$ cat src/rtl/sysid_probe_master_if.sv
// rtl/sysid_probe_master_if.sv - Avalon-MM read channel between the probe master and the system-ID slave
interface sysid_probe_master_if;
  logic        avm_address;
  logic        avm_read;
  logic        avm_waitrequest;
  logic [31:0] avm_readdata;
  logic        avm_readdatavalid;

  modport master (
    output avm_address,
    output avm_read,
    input  avm_waitrequest,
    input  avm_readdata,
    input  avm_readdatavalid
  );

  modport slave (
    input  avm_address,
    input  avm_read,
    output avm_waitrequest,
    output avm_readdata,
    output avm_readdatavalid
  );
endinterface

$ cat src/rtl/sysid_probe_master.sv
// rtl/sysid_probe_master.sv - reads system ID and build timestamp once per probe and checks them against expected values
module sysid_probe_master #(
  parameter logic [31:0] EXPECTED_ID    = 32'd0,
  parameter logic [31:0] EXPECTED_TS    = 32'd1668672546,
  parameter int unsigned TIMEOUT_CYCLES = 255,
  parameter bit          AUTO_START     = 1'b1
) (
  input  logic                        clock,
  input  logic                        reset,
  input  logic                        start,
  sysid_probe_master_if.master        avm,
  output logic [31:0]                 id_value,
  output logic [31:0]                 ts_value,
  output logic                        busy,
  output logic                        done,
  output logic                        id_ok,
  output logic                        ts_ok,
  output logic                        timeout_err
);

  typedef enum logic [2:0] {
    S_IDLE,
    S_REQ_ID,
    S_WAIT_ID,
    S_REQ_TS,
    S_WAIT_TS,
    S_DONE
  } state_e;

  localparam logic [7:0] TMO_LAST = 8'(TIMEOUT_CYCLES - 1);

  state_e      state_q, state_d;
  logic [7:0]  tmo_q, tmo_d;
  logic        auto_q, auto_d;
  logic [31:0] id_q, id_d;
  logic [31:0] ts_q, ts_d;
  logic        id_ok_q, id_ok_d;
  logic        ts_ok_q, ts_ok_d;
  logic        tmo_err_q, tmo_err_d;
  logic        tmo_hit;

  always_ff @(posedge clock or posedge reset) begin
    if (reset) begin
      state_q   <= S_IDLE;
      tmo_q     <= 8'd0;
      auto_q    <= AUTO_START;
      id_q      <= 32'd0;
      ts_q      <= 32'd0;
      id_ok_q   <= 1'b0;
      ts_ok_q   <= 1'b0;
      tmo_err_q <= 1'b0;
    end else begin
      state_q   <= state_d;
      tmo_q     <= tmo_d;
      auto_q    <= auto_d;
      id_q      <= id_d;
      ts_q      <= ts_d;
      id_ok_q   <= id_ok_d;
      ts_ok_q   <= ts_ok_d;
      tmo_err_q <= tmo_err_d;
    end
  end

  // >= rather than == so a command accepted on the last budget cycle cannot let the counter run past the limit
  assign tmo_hit = (tmo_q >= TMO_LAST);

  always_comb begin
    state_d         = state_q;
    tmo_d           = tmo_q;
    auto_d          = auto_q;
    id_d            = id_q;
    ts_d            = ts_q;
    id_ok_d         = id_ok_q;
    ts_ok_d         = ts_ok_q;
    tmo_err_d       = tmo_err_q;
    avm.avm_read    = 1'b0;
    avm.avm_address = 1'b0;

    case (state_q)
      S_IDLE, S_DONE: begin
        if (start || (state_q == S_IDLE && auto_q)) begin
          state_d   = S_REQ_ID;
          auto_d    = 1'b0;
          tmo_d     = 8'd0;
          id_ok_d   = 1'b0;
          ts_ok_d   = 1'b0;
          tmo_err_d = 1'b0;
        end
      end

      S_REQ_ID: begin
        avm.avm_read    = 1'b1;
        avm.avm_address = 1'b0;
        tmo_d           = tmo_q + 8'd1;
        if (!avm.avm_waitrequest) begin
          state_d = S_WAIT_ID;
        end else if (tmo_hit) begin
          state_d   = S_DONE;
          tmo_err_d = 1'b1;
        end
      end

      S_WAIT_ID: begin
        tmo_d = tmo_q + 8'd1;
        if (avm.avm_readdatavalid) begin
          id_d    = avm.avm_readdata;
          state_d = S_REQ_TS;
          tmo_d   = 8'd0;
        end else if (tmo_hit) begin
          state_d   = S_DONE;
          tmo_err_d = 1'b1;
        end
      end

      S_REQ_TS: begin
        avm.avm_read    = 1'b1;
        avm.avm_address = 1'b1;
        tmo_d           = tmo_q + 8'd1;
        if (!avm.avm_waitrequest) begin
          state_d = S_WAIT_TS;
        end else if (tmo_hit) begin
          state_d   = S_DONE;
          tmo_err_d = 1'b1;
        end
      end

      S_WAIT_TS: begin
        tmo_d = tmo_q + 8'd1;
        if (avm.avm_readdatavalid) begin
          ts_d    = avm.avm_readdata;
          state_d = S_DONE;
          // compare the fresh word directly so ts_ok is valid in the same cycle done rises
          id_ok_d = (id_q == EXPECTED_ID);
          ts_ok_d = (avm.avm_readdata == EXPECTED_TS);
        end else if (tmo_hit) begin
          state_d   = S_DONE;
          tmo_err_d = 1'b1;
        end
      end

      default: begin
        state_d = S_IDLE;
      end
    endcase
  end

  assign busy        = (state_q != S_IDLE) && (state_q != S_DONE);
  assign done        = (state_q == S_DONE);
  assign id_value    = id_q;
  assign ts_value    = ts_q;
  assign id_ok       = id_ok_q;
  assign ts_ok       = ts_ok_q;
  assign timeout_err = tmo_err_q;

endmodule

$ cat src/flat_wrapper.sv
// flat-port wrapper written by rule: the top's interface ports become plain ports
module sysid_probe_master_flat 
#(
  parameter logic [31:0] EXPECTED_ID    = 32'd0,
  parameter logic [31:0] EXPECTED_TS    = 32'd1668672546,
  parameter int unsigned TIMEOUT_CYCLES = 255,
  parameter bit          AUTO_START     = 1'b1
)
  (clock, reset, start, id_value, ts_value, busy, done, id_ok, ts_ok, timeout_err, avm_avm_address, avm_avm_read, avm_avm_waitrequest, avm_avm_readdata, avm_avm_readdatavalid);
  sysid_probe_master_if avm_i ();
  input  logic clock;
  input  logic reset;
  input  logic start;
  output logic [31:0] id_value;
  output logic [31:0] ts_value;
  output logic busy;
  output logic done;
  output logic id_ok;
  output logic ts_ok;
  output logic timeout_err;
  output wire logic [$bits(avm_i.avm_address)-1:0] avm_avm_address;
  output wire logic [$bits(avm_i.avm_read)-1:0] avm_avm_read;
  input wire logic [$bits(avm_i.avm_waitrequest)-1:0] avm_avm_waitrequest;
  input wire logic [$bits(avm_i.avm_readdata)-1:0] avm_avm_readdata;
  input wire logic [$bits(avm_i.avm_readdatavalid)-1:0] avm_avm_readdatavalid;
  assign avm_avm_address = avm_i.avm_address;
  assign avm_avm_read = avm_i.avm_read;
  assign avm_i.avm_waitrequest = avm_avm_waitrequest;
  assign avm_i.avm_readdata = avm_avm_readdata;
  assign avm_i.avm_readdatavalid = avm_avm_readdatavalid;
  sysid_probe_master #(.EXPECTED_ID(EXPECTED_ID), .EXPECTED_TS(EXPECTED_TS), .TIMEOUT_CYCLES(TIMEOUT_CYCLES), .AUTO_START(AUTO_START)) u_core (.clock(clock), .reset(reset), .start(start), .avm(avm_i), .id_value(id_value), .ts_value(ts_value), .busy(busy), .done(done), .id_ok(id_ok), .ts_ok(ts_ok), .timeout_err(timeout_err));
endmodule
$ cat config.mk
export PLATFORM = sky130hd
export DESIGN_NAME = sysid_probe_master_flat
export DESIGN_NICKNAME = d
export VERILOG_FILES = /design/src/rtl/sysid_probe_master_if.sv /design/src/rtl/sysid_probe_master.sv /design/src/flat_wrapper.sv
export SDC_FILE = /design/constraint.sdc
export NUM_CORES = 1
export LEC_CHECK = 0
export ABC_AREA = 1
export BUFFER_PORTS_ARGS = -buffer_cell sky130_fd_sc_hd__buf_2
export CAP_MARGIN = 20
export CORE_ASPECT_RATIO = 1.1
export CORE_MARGIN = 3
export CORE_UTILIZATION = 55
export DETAILED_ROUTE_END_ITERATION = 12
export GPL_TIMING_DRIVEN = 0
export PLACE_DENSITY = 0.84
export SYNTH_ARGS = -nofsm -noshare
export SYNTH_HDL_FRONTEND = slang
export SYNTH_SLANG_ARGS = --single-unit
$ cat constraint.sdc
create_clock -name clock -period 5.3 [get_ports clock]
set_input_delay 0.53 -clock clock [delete_from_list [all_inputs] [get_ports clock]]
set_output_delay 0.53 -clock clock [all_outputs]
set_load 0.02 [all_outputs]
==> results of run 1 <==
worst paths after layout:
check | startpoint | endpoint | slack, ns
worst max-delay path | u_core.state_q[0]$_DFFE_PP0P_ | avm_avm_address | 3.33
worst min-delay path | reset | u_core.tmo_q[6]$_DFFE_PP0P_ | 0.20
worst max register to register | u_core.state_q[0]$_DFFE_PP0P_ | u_core.ts_value[23]$_DFFE_PP0P_ | 3.86
worst min register to register | u_core.id_ok$_DFFE_PP0P_ | u_core.id_ok$_DFFE_PP0P_ | 0.48
max in group asynchronous | reset | u_core.ts_value[5]$_DFFE_PP0P_ | 4.52
min in group clock | avm_avm_readdata[28] | u_core.id_value[28]$_DFFE_PP0P_ | 0.40
registers in the layout, indices dropped and copies added, names as in the netlist:
register	count
u_core.auto_q	1
u_core.id_value	32
u_core.state_q	3
u_core.ts_ok	1
u_core.timeout_err	1
u_core.ts_value	32
u_core.tmo_q	8
u_core.id_ok	1
synth_stat cells (3+ instances only):
cell type and number:
sky130_fd_sc_hd__nor3_1 6, sky130_fd_sc_hd__nand2_2 3, sky130_fd_sc_hd__o21ai_0 29, sky130_fd_sc_hd__nand4_1 5, sky130_fd_sc_hd__dfrtp_1 78, sky130_fd_sc_hd__o21ai_1 3, sky130_fd_sc_hd__buf_4 3, sky130_fd_sc_hd__nor2_1 41
sky130_fd_sc_hd__a21oi_1 4, sky130_fd_sc_hd__nand3_1 32, sky130_fd_sc_hd__nor2_2 4, sky130_fd_sc_hd__inv_2 4, sky130_fd_sc_hd__inv_1 31, sky130_fd_sc_hd__nand2_1 198, sky130_fd_sc_hd__buf_6 5, sky130_fd_sc_hd__buf_2 3
logic make-up (layout without fill, tap and decap cells):
logic type,after synthesis,in the layout
xor+xnor,2,2
buf+inv,48,172
flops,79,79
fa+ha+maj,2,2
compound gates,37,37
simple gates,293,293
final cells by class:
| type | instances | share of cell area [%] |
|---|---|---|
| flip-flops and latches | 79 | 43.7 |
| multi-input cells | 334 | 31.7 |
| well taps | 80 | 2.21 |
| clock buffers | 10 | 2.82 |
| inverters | 35 | 2.96 |
| plain buffers | 13 | 2.24 |
| clock inverters | 6 | 2.05 |
| repair buffers | 108 | 12.3 |
report_power, final:
group          leakage (nW)  switching [W]  total (W)  internal, W
logic                  1.45       0.000777    0.00115     0.000377
registers              1.00       0.000183    0.00103     0.000849
clock network         0.104       0.000227   0.000495     0.000269
layout by cell type, fill, tap and decap left out, drive strengths merged:
master,count
nand4,5
buf,119
clkbuf,12
nand2,201
ha,2
nor2,47
inv,37
nor3,6
bufinv,2
xor2,2
nand3,34
a21boi,1
clkinvlp,2
dfrtp,78
a21oi,4
dfstp,1
o21ai,32
stage by stage:
step	power, W	instance area (um2)	util [%]	instances
floorplan	0.00176	3650	-	461
global placement	0.00214	4280	67.9	648
detailed placement	0.00219	4300	68.3	649
CTS	0.00269	4520	71.7	665
global route	0.00288	4520	71.7	665
finish	0.00268	4520	71.7	665
critical path, delay by kind of cell (launching register included):
family / cells / cell delay, ns
buffers and inverters: 3 / 0.39
flip-flops: 1 / 0.42
AND/OR/NAND/NOR: 2 / 0.28
layer usage:
| layer | up-vias | share of wire (%) |
|---|---|---|
| met5 | - | 0 |
| met4 | 0 | 1.9 |
| met3 | 26 | 7.3 |
| met2 | 154 | 50 |
| met1 | 1636 | 41 |
| li1 | 1680 | - |
==> impl_metrics.toml, run 1 <==
[logic_synthesis]
synth.net_count = 500
postSynth.asyncResetShare_pct = 100
synth_top_family_by_area = "simple AND/OR/NAND/NOR gates"
synth_fa_ha_area_share_pct = 0.686
synth_xor_xnor_area_share_pct = 0.480
synth.largest_area_cell = "sky130_fd_sc_hd__dfrtp_1"
yosys_register_bits = 79
synth.cell_area_um2 = 3650
syn_avg_cell_area_um2 = 7.91
synth.yosys.warnings = 0
synth_ff_type = "sky130_fd_sc_hd__dfrtp_1"
synth-edff-count = 0
synth.yosys.seq_area_share_pct = 54.3
post_synth_and_or_nand_nor_area_fraction_pct = 33.0
netlist_instances = 461
post_synth_mux_area_share_pct = 0
netlist-cell-type-count = 23
synth.top_cell.area_share_pct = 53.5
synth_area_leaders = "sky130_fd_sc_hd__dfrtp_1 54%, sky130_fd_sc_hd__nand2_1 20%, sky130_fd_sc_hd__nand3_1 4.4%, sky130_fd_sc_hd__nor2_1 4.2%, sky130_fd_sc_hd__o21ai_0 4.0%"
synth-compound-area-share_pct = 5.15

[detailed_routing]
drc_errors_left = 0
drtIter0Drc = 269
finalWirelength_mm = 9.42
drtAntennaViolNets = 0
avgRoutedWirePerCell_um = 14.2
via_count = 3496
avgViaCountPerCell = 5.26
firstDrtPassIters = 5

[worst_setup_path]
critPathKind = "flip-flop to output port"
cp_common_cell = "sky130_fd_sc_hd__inv_1"
cp_max_delay_cell = "sky130_fd_sc_hd__dfrtp_1"
critPathLaunchType = "flip-flop"
critical_path.max_fanout = 5
worstPathCellList = "inv_1, nor2_4, inv_1, nor2_1, buf_2"
worst_path_required_ns = 4.77
crit_path_max_incr_delay_ns = 0.42
cp_capture_type = "output port"
cp_data_arrival_time_ns = 1.44
timing.reg2reg.worst_path_depth = 6

[clock_network]
cts_hold_buffers = 0
clkTransAtPathRegs_ns = 0.09
cts_htree_levels = 3
clock_tree.root_cell = "sky130_fd_sc_hd__clkbuf_8"
ctsResizeCount = 0
cts_inserted_buffers = 9
cts_post_setup_buffers_inserted = 0
cts_sinks = 79
cts_tree = "built"
cts_buffer_depth = 2
clkLatencyLatePin_ns = 0.35

[floorplan]
fp.dieH_um = 91.4
fp-row-count = 30
ios = 108
design.core.area_um2 = 6310
chipWidth_um = 83.6
die-area_um2 = 7640
starting_density_of_the_core_pct = 57.8

[global_route]
groute.usage.overall_pct = 25.9
grt.busiest_layer = "met2"
gr-usage-met1_pct = 32.1
grt_use_met2_pct = 43.6
grt_max_degree = 43
grt_first_pass_wirelength_mm = 15.9
grt_antenna_before_repair = 0
first_global_vias = 3391
global_route.usage.met3_pct = 6.08
grt_residual_overflow = 0

[outcome]
status = "finished clean"

[sta]
finalMaxSlewViolations = 0
setup_violations = 0
worst-slew-pin-transition_ns = 0.482
fin_hold_ws_ns = 0.198
min_period_ns = 1.97
maxClockFrequency_ghz = 0.508
final.setup.tns_ns = 0
min_period_over_period_pct = 37.1
timing.slew.headroom_pct = 67.8
grt_setup_unrepaired = "no"
report.final.hold_viol_count = 0
setup_slack_ns = 3.33
fin_worst_skew_ns = 0.0124

[finish]
layout-drive-gt1-share_pct = 25.8
flow.area_growth_from_synthesis_pct = 24.1
multi_input_comb_area_um2 = 1440
antenna-diode-count = 0
final.fill_count = 522
finalNetCount = 619
register_cell_area_after_layout_um2 = 1980

[placed_design]
place_congestion = 0.858
hpwl_mm = 7.08
preCtsSetupSlack_ns = 3.70
place.port_buffers = 107

[run]
max_cap_violations = 0

[power_and_ir_drop]
power.density_nw_per_um2 = 593
p_leak_nw = 2.55
vdd.ir_drop.worst_mv = 0.309

[hold_path]
worstHoldPathType = "input port to async pin"
No activity file was read; power rests on OpenSTA's default activity.
==> run 2, diff against run 1 <==
- ABC_AREA: 1 -> 0
- CORE_UTILIZATION: 55 -> 51
- PLACE_DENSITY: 0.84 -> 0.8
- clock period: 5.3 -> 2 ns (I/O delays scaled with it)
==> run 2 against run 1 <==
Effect of this change: clock power rose to 2.7 times the previous value; synthesized cell count down 41%; cell count is 28% lower; final area down 3.0%.
==> impl_metrics.toml, run 2 <==
[detailed_routing]
drtIter0Drc = 207
finalWirelength_mm = 8.61
wl_met2_mm = 4.34
m1WireLength_mm = 3.51
met3WireLength_um = 662
avgRoutedWirePerCell_um = 18.1
via_count = 2728
drc_errors_left = 0
topRoutingLayerUsed = "met4"
avgViaCountPerCell = 5.73
drtAntennaViolNets = 0
firstDrtPassIters = 4

[global_route]
groute.usage.overall_pct = 23.1
first_global_vias = 2866
grt_max_degree = 39
grt_first_pass_wirelength_mm = 14.5
grt_antenna_before_repair = 0
grt_residual_overflow = 0

[placed_design]
place_congestion = 0.872
post-place-cells = 459
hpwl_mm = 6.31
place.port_buffers = 107
preCtsSetupSlack_ns = 0.202

[clock_network]
clock_tree.root_cell = "sky130_fd_sc_hd__clkbuf_8"
clkTransAtPathRegs_ns = 0.08
clkLatencyLatePin_ns = 0.34
cts_inserted_buffers = 9
cts_tree = "built"
cts_htree_levels = 3
cts_buffer_depth = 2
cts_sinks = 79
ctsResizeCount = 0

[logic_synthesis]
synth_area_leaders = "sky130_fd_sc_hd__dfrtp_1 56%, sky130_fd_sc_hd__mux2_2 20%, sky130_fd_sc_hd__o21ai_0 2.0%, sky130_fd_sc_hd__nor4_1 1.8%, sky130_fd_sc_hd__inv_1 1.3%"
yosys_register_bits = 79
netlist_instances = 270
synth-edff-count = 0
synth.yosys.warnings = 0
synth.cell_area_um2 = 3480
syn_avg_cell_area_um2 = 12.9
synth.top_cell.area_share_pct = 56.2
synth.net_count = 309
synth.top_cells.by_count = "78 x sky130_fd_sc_hd__dfrtp_1, 63 x sky130_fd_sc_hd__mux2_2, 14 x sky130_fd_sc_hd__o21ai_0"
netlist-cell-type-count = 47
postSynth.asyncResetShare_pct = 100
synth_ff_type = "sky130_fd_sc_hd__dfrtp_1"
synth.yosys.seq_area_share_pct = 56.9
most_used_standard_cell_by_instance_count_after_synthesis = "sky130_fd_sc_hd__dfrtp_1"
synth.largest_area_cell = "sky130_fd_sc_hd__dfrtp_1"

[power_and_ir_drop]
p_leak_nw = 2.03
power_consumption_w = 0.00751
vdd.ir_drop.worst_mv = 1.02
net-switching-power_w = 0.00307
p_comb_share_pct = 44.2
clkPwrFrac_pct = 17.5
power.density_nw_per_um2 = 1710
p_seq_share_pct = 38.3
cellInternalPower_w = 0.00444
switching_share_pct = 40.8

[floorplan]
design.core.area_um2 = 6380
die-area_um2 = 7840
starting_density_of_the_core_pct = 54.5
ios = 108
chipWidth_um = 84.7
fp-row-count = 30
fp.dieH_um = 92.6

[finish]
mostFrequentLayoutCells = "113 x sky130_fd_sc_hd__buf_2, 78 x sky130_fd_sc_hd__dfrtp_1, 63 x sky130_fd_sc_hd__mux2_2"
flow.area_growth_from_synthesis_pct = 26.2
most_common_library_cell_in_the_layout_ignoring_fill_and_taps = "sky130_fd_sc_hd__buf_2"
antenna-diode-count = 0
final-instance-count-excl-fill = 476
finalNetCount = 430
layout-drive-gt1-share_pct = 51.8

[sta]
finalMaxSlewViolations = 0
min_period_over_period_pct = 91.5
fin_worst_skew_ns = 0.00784
report.final.hold_viol_count = 0
timing.slew.headroom_pct = 57.2
final.setup.tns_ns = 0
maxClockFrequency_ghz = 0.547
worst-slew-pin-transition_ns = 0.643
fin_hold_ws_ns = 0.115
grt_setup_unrepaired = "no"
min_period_ns = 1.83
setup_slack_ns = 0.170
setup_violations = 0

[run]
max_cap_violations = 0

[worst_setup_path]
critPathKind = "flip-flop to flip-flop"
path_buf_inv = 1
critPathLaunchType = "flip-flop"
critical_path.max_fanout = 10
worst_path_required_ns = 2.23
cp_data_arrival_time_ns = 2.06
cp_max_delay_cell = "sky130_fd_sc_hd__dfrtp_1"
cp_capture_type = "flip-flop"
crit_path_max_incr_delay_ns = 0.47
worstPathCellList = "nand2b_2, nor2_4, buf_2, mux2_2"
timing.critical_path.max_delay_family = "simple AND/OR/NAND/NOR gates"

[outcome]
status = "finished clean"

[hold_path]
worstHoldPathType = "input port to flip-flop"
## run 2: cell count changes after synthesis, moves of 5 or more
cell,before,now
sky130_fd_sc_hd__mux2_2,0,63
sky130_fd_sc_hd__inv_1,31,12
sky130_fd_sc_hd__nand2_1,198,6
sky130_fd_sc_hd__o21ai_0,29,14
sky130_fd_sc_hd__o22ai_1,0,6
sky130_fd_sc_hd__nand3_1,32,3
sky130_fd_sc_hd__nor4_1,0,10
sky130_fd_sc_hd__nor2_1,41,11
sky130_fd_sc_hd__buf_6,5,0
## run 2: per-stage QoR
stage	cell area, um2	utilization (%)
5_1_grt	4390	68.8
3_5_place_dp	4160	65.1
6_report	4390	68.8
2_1_floorplan	3480	-
3_3_place_gp	4120	64.5
4_1_cts	4390	68.8
## run 2: per-layer routing
metal,GRT usage [%],vias to the layer above
met3,5.78,14
met5,0,-
met4,8.31,0
met1,29.1,1371
li1,-,1227
met2,38.6,116
## run 2: worst paths after layout
check / from / endpoint / slack, ns / depth (start not counted)
min: avm_avm_readdata[12] / u_core.ts_value[12]$_DFFE_PP0P_ / 0.12 / 2
min in group asynchronous: reset / u_core.state_q[1]$_DFFE_PP0P_ / 0.40 / 3
max: u_core.state_q[1]$_DFFE_PP0P_ / u_core.ts_value[8]$_DFFE_PP0P_ / 0.17 / 4
min reg2reg: u_core.auto_q$_DFFE_PP1P_ / u_core.auto_q$_DFFE_PP1P_ / 0.48 / 1
max reg2reg: u_core.state_q[1]$_DFFE_PP0P_ / u_core.ts_value[8]$_DFFE_PP0P_ / 0.17 / 4
max in group asynchronous: reset / u_core.id_value[12]$_DFFE_PP0P_ / 0.88 / 5
## run 2: logic make-up after synthesis
kind of cell	share of synthesized area, %
flip-flops	56.9
multiplexers	20.4
AND/OR/NAND/NOR	10.4
AO/OA/AOI/OAI	8.32
buffers and inverters	3.02
adder cells (fa/ha/maj)	0.720
XOR/XNOR	0.252
## run 2: area by class of cell
class	count	area (um2)
fill	493	1990
clock inverter	5	81.3
tap	80	100
clock buffer	11	141
timing repair buffer	110	586
buffer	11	60.1
multi-input combinational	168	1390
sequential	79	1980
inverter	12	48.8
## run 2: timing repair
item,in CTS,in global routing
endpoints found under the setup margin,0,0
hold buffers,1,0
buffers inserted,0,0
endpoints found under the hold margin,17,0
## run 2: power by group through the flow
stage / clock network, W / registers (W) / logic [W]
3_3_place_gp: 0 / 0.00284 / 0.00323
5_1_grt: 0.00141 / 0.00297 / 0.00356
6_report: 0.00132 / 0.00288 / 0.00332
4_1_cts: 0.00133 / 0.00287 / 0.00334
2_1_floorplan: 0 / 0.00363 / 0.00138
3_5_place_dp: 0 / 0.00288 / 0.00331
## run 2: worst register-to-register path, cell delays in order (launching register included)
cell	delay, ns
sky130_fd_sc_hd__dfrtp_1	0.47
sky130_fd_sc_hd__nand2b_2	0.28
sky130_fd_sc_hd__nor2_4	0.27
sky130_fd_sc_hd__buf_2	0.32
sky130_fd_sc_hd__mux2_2	0.37
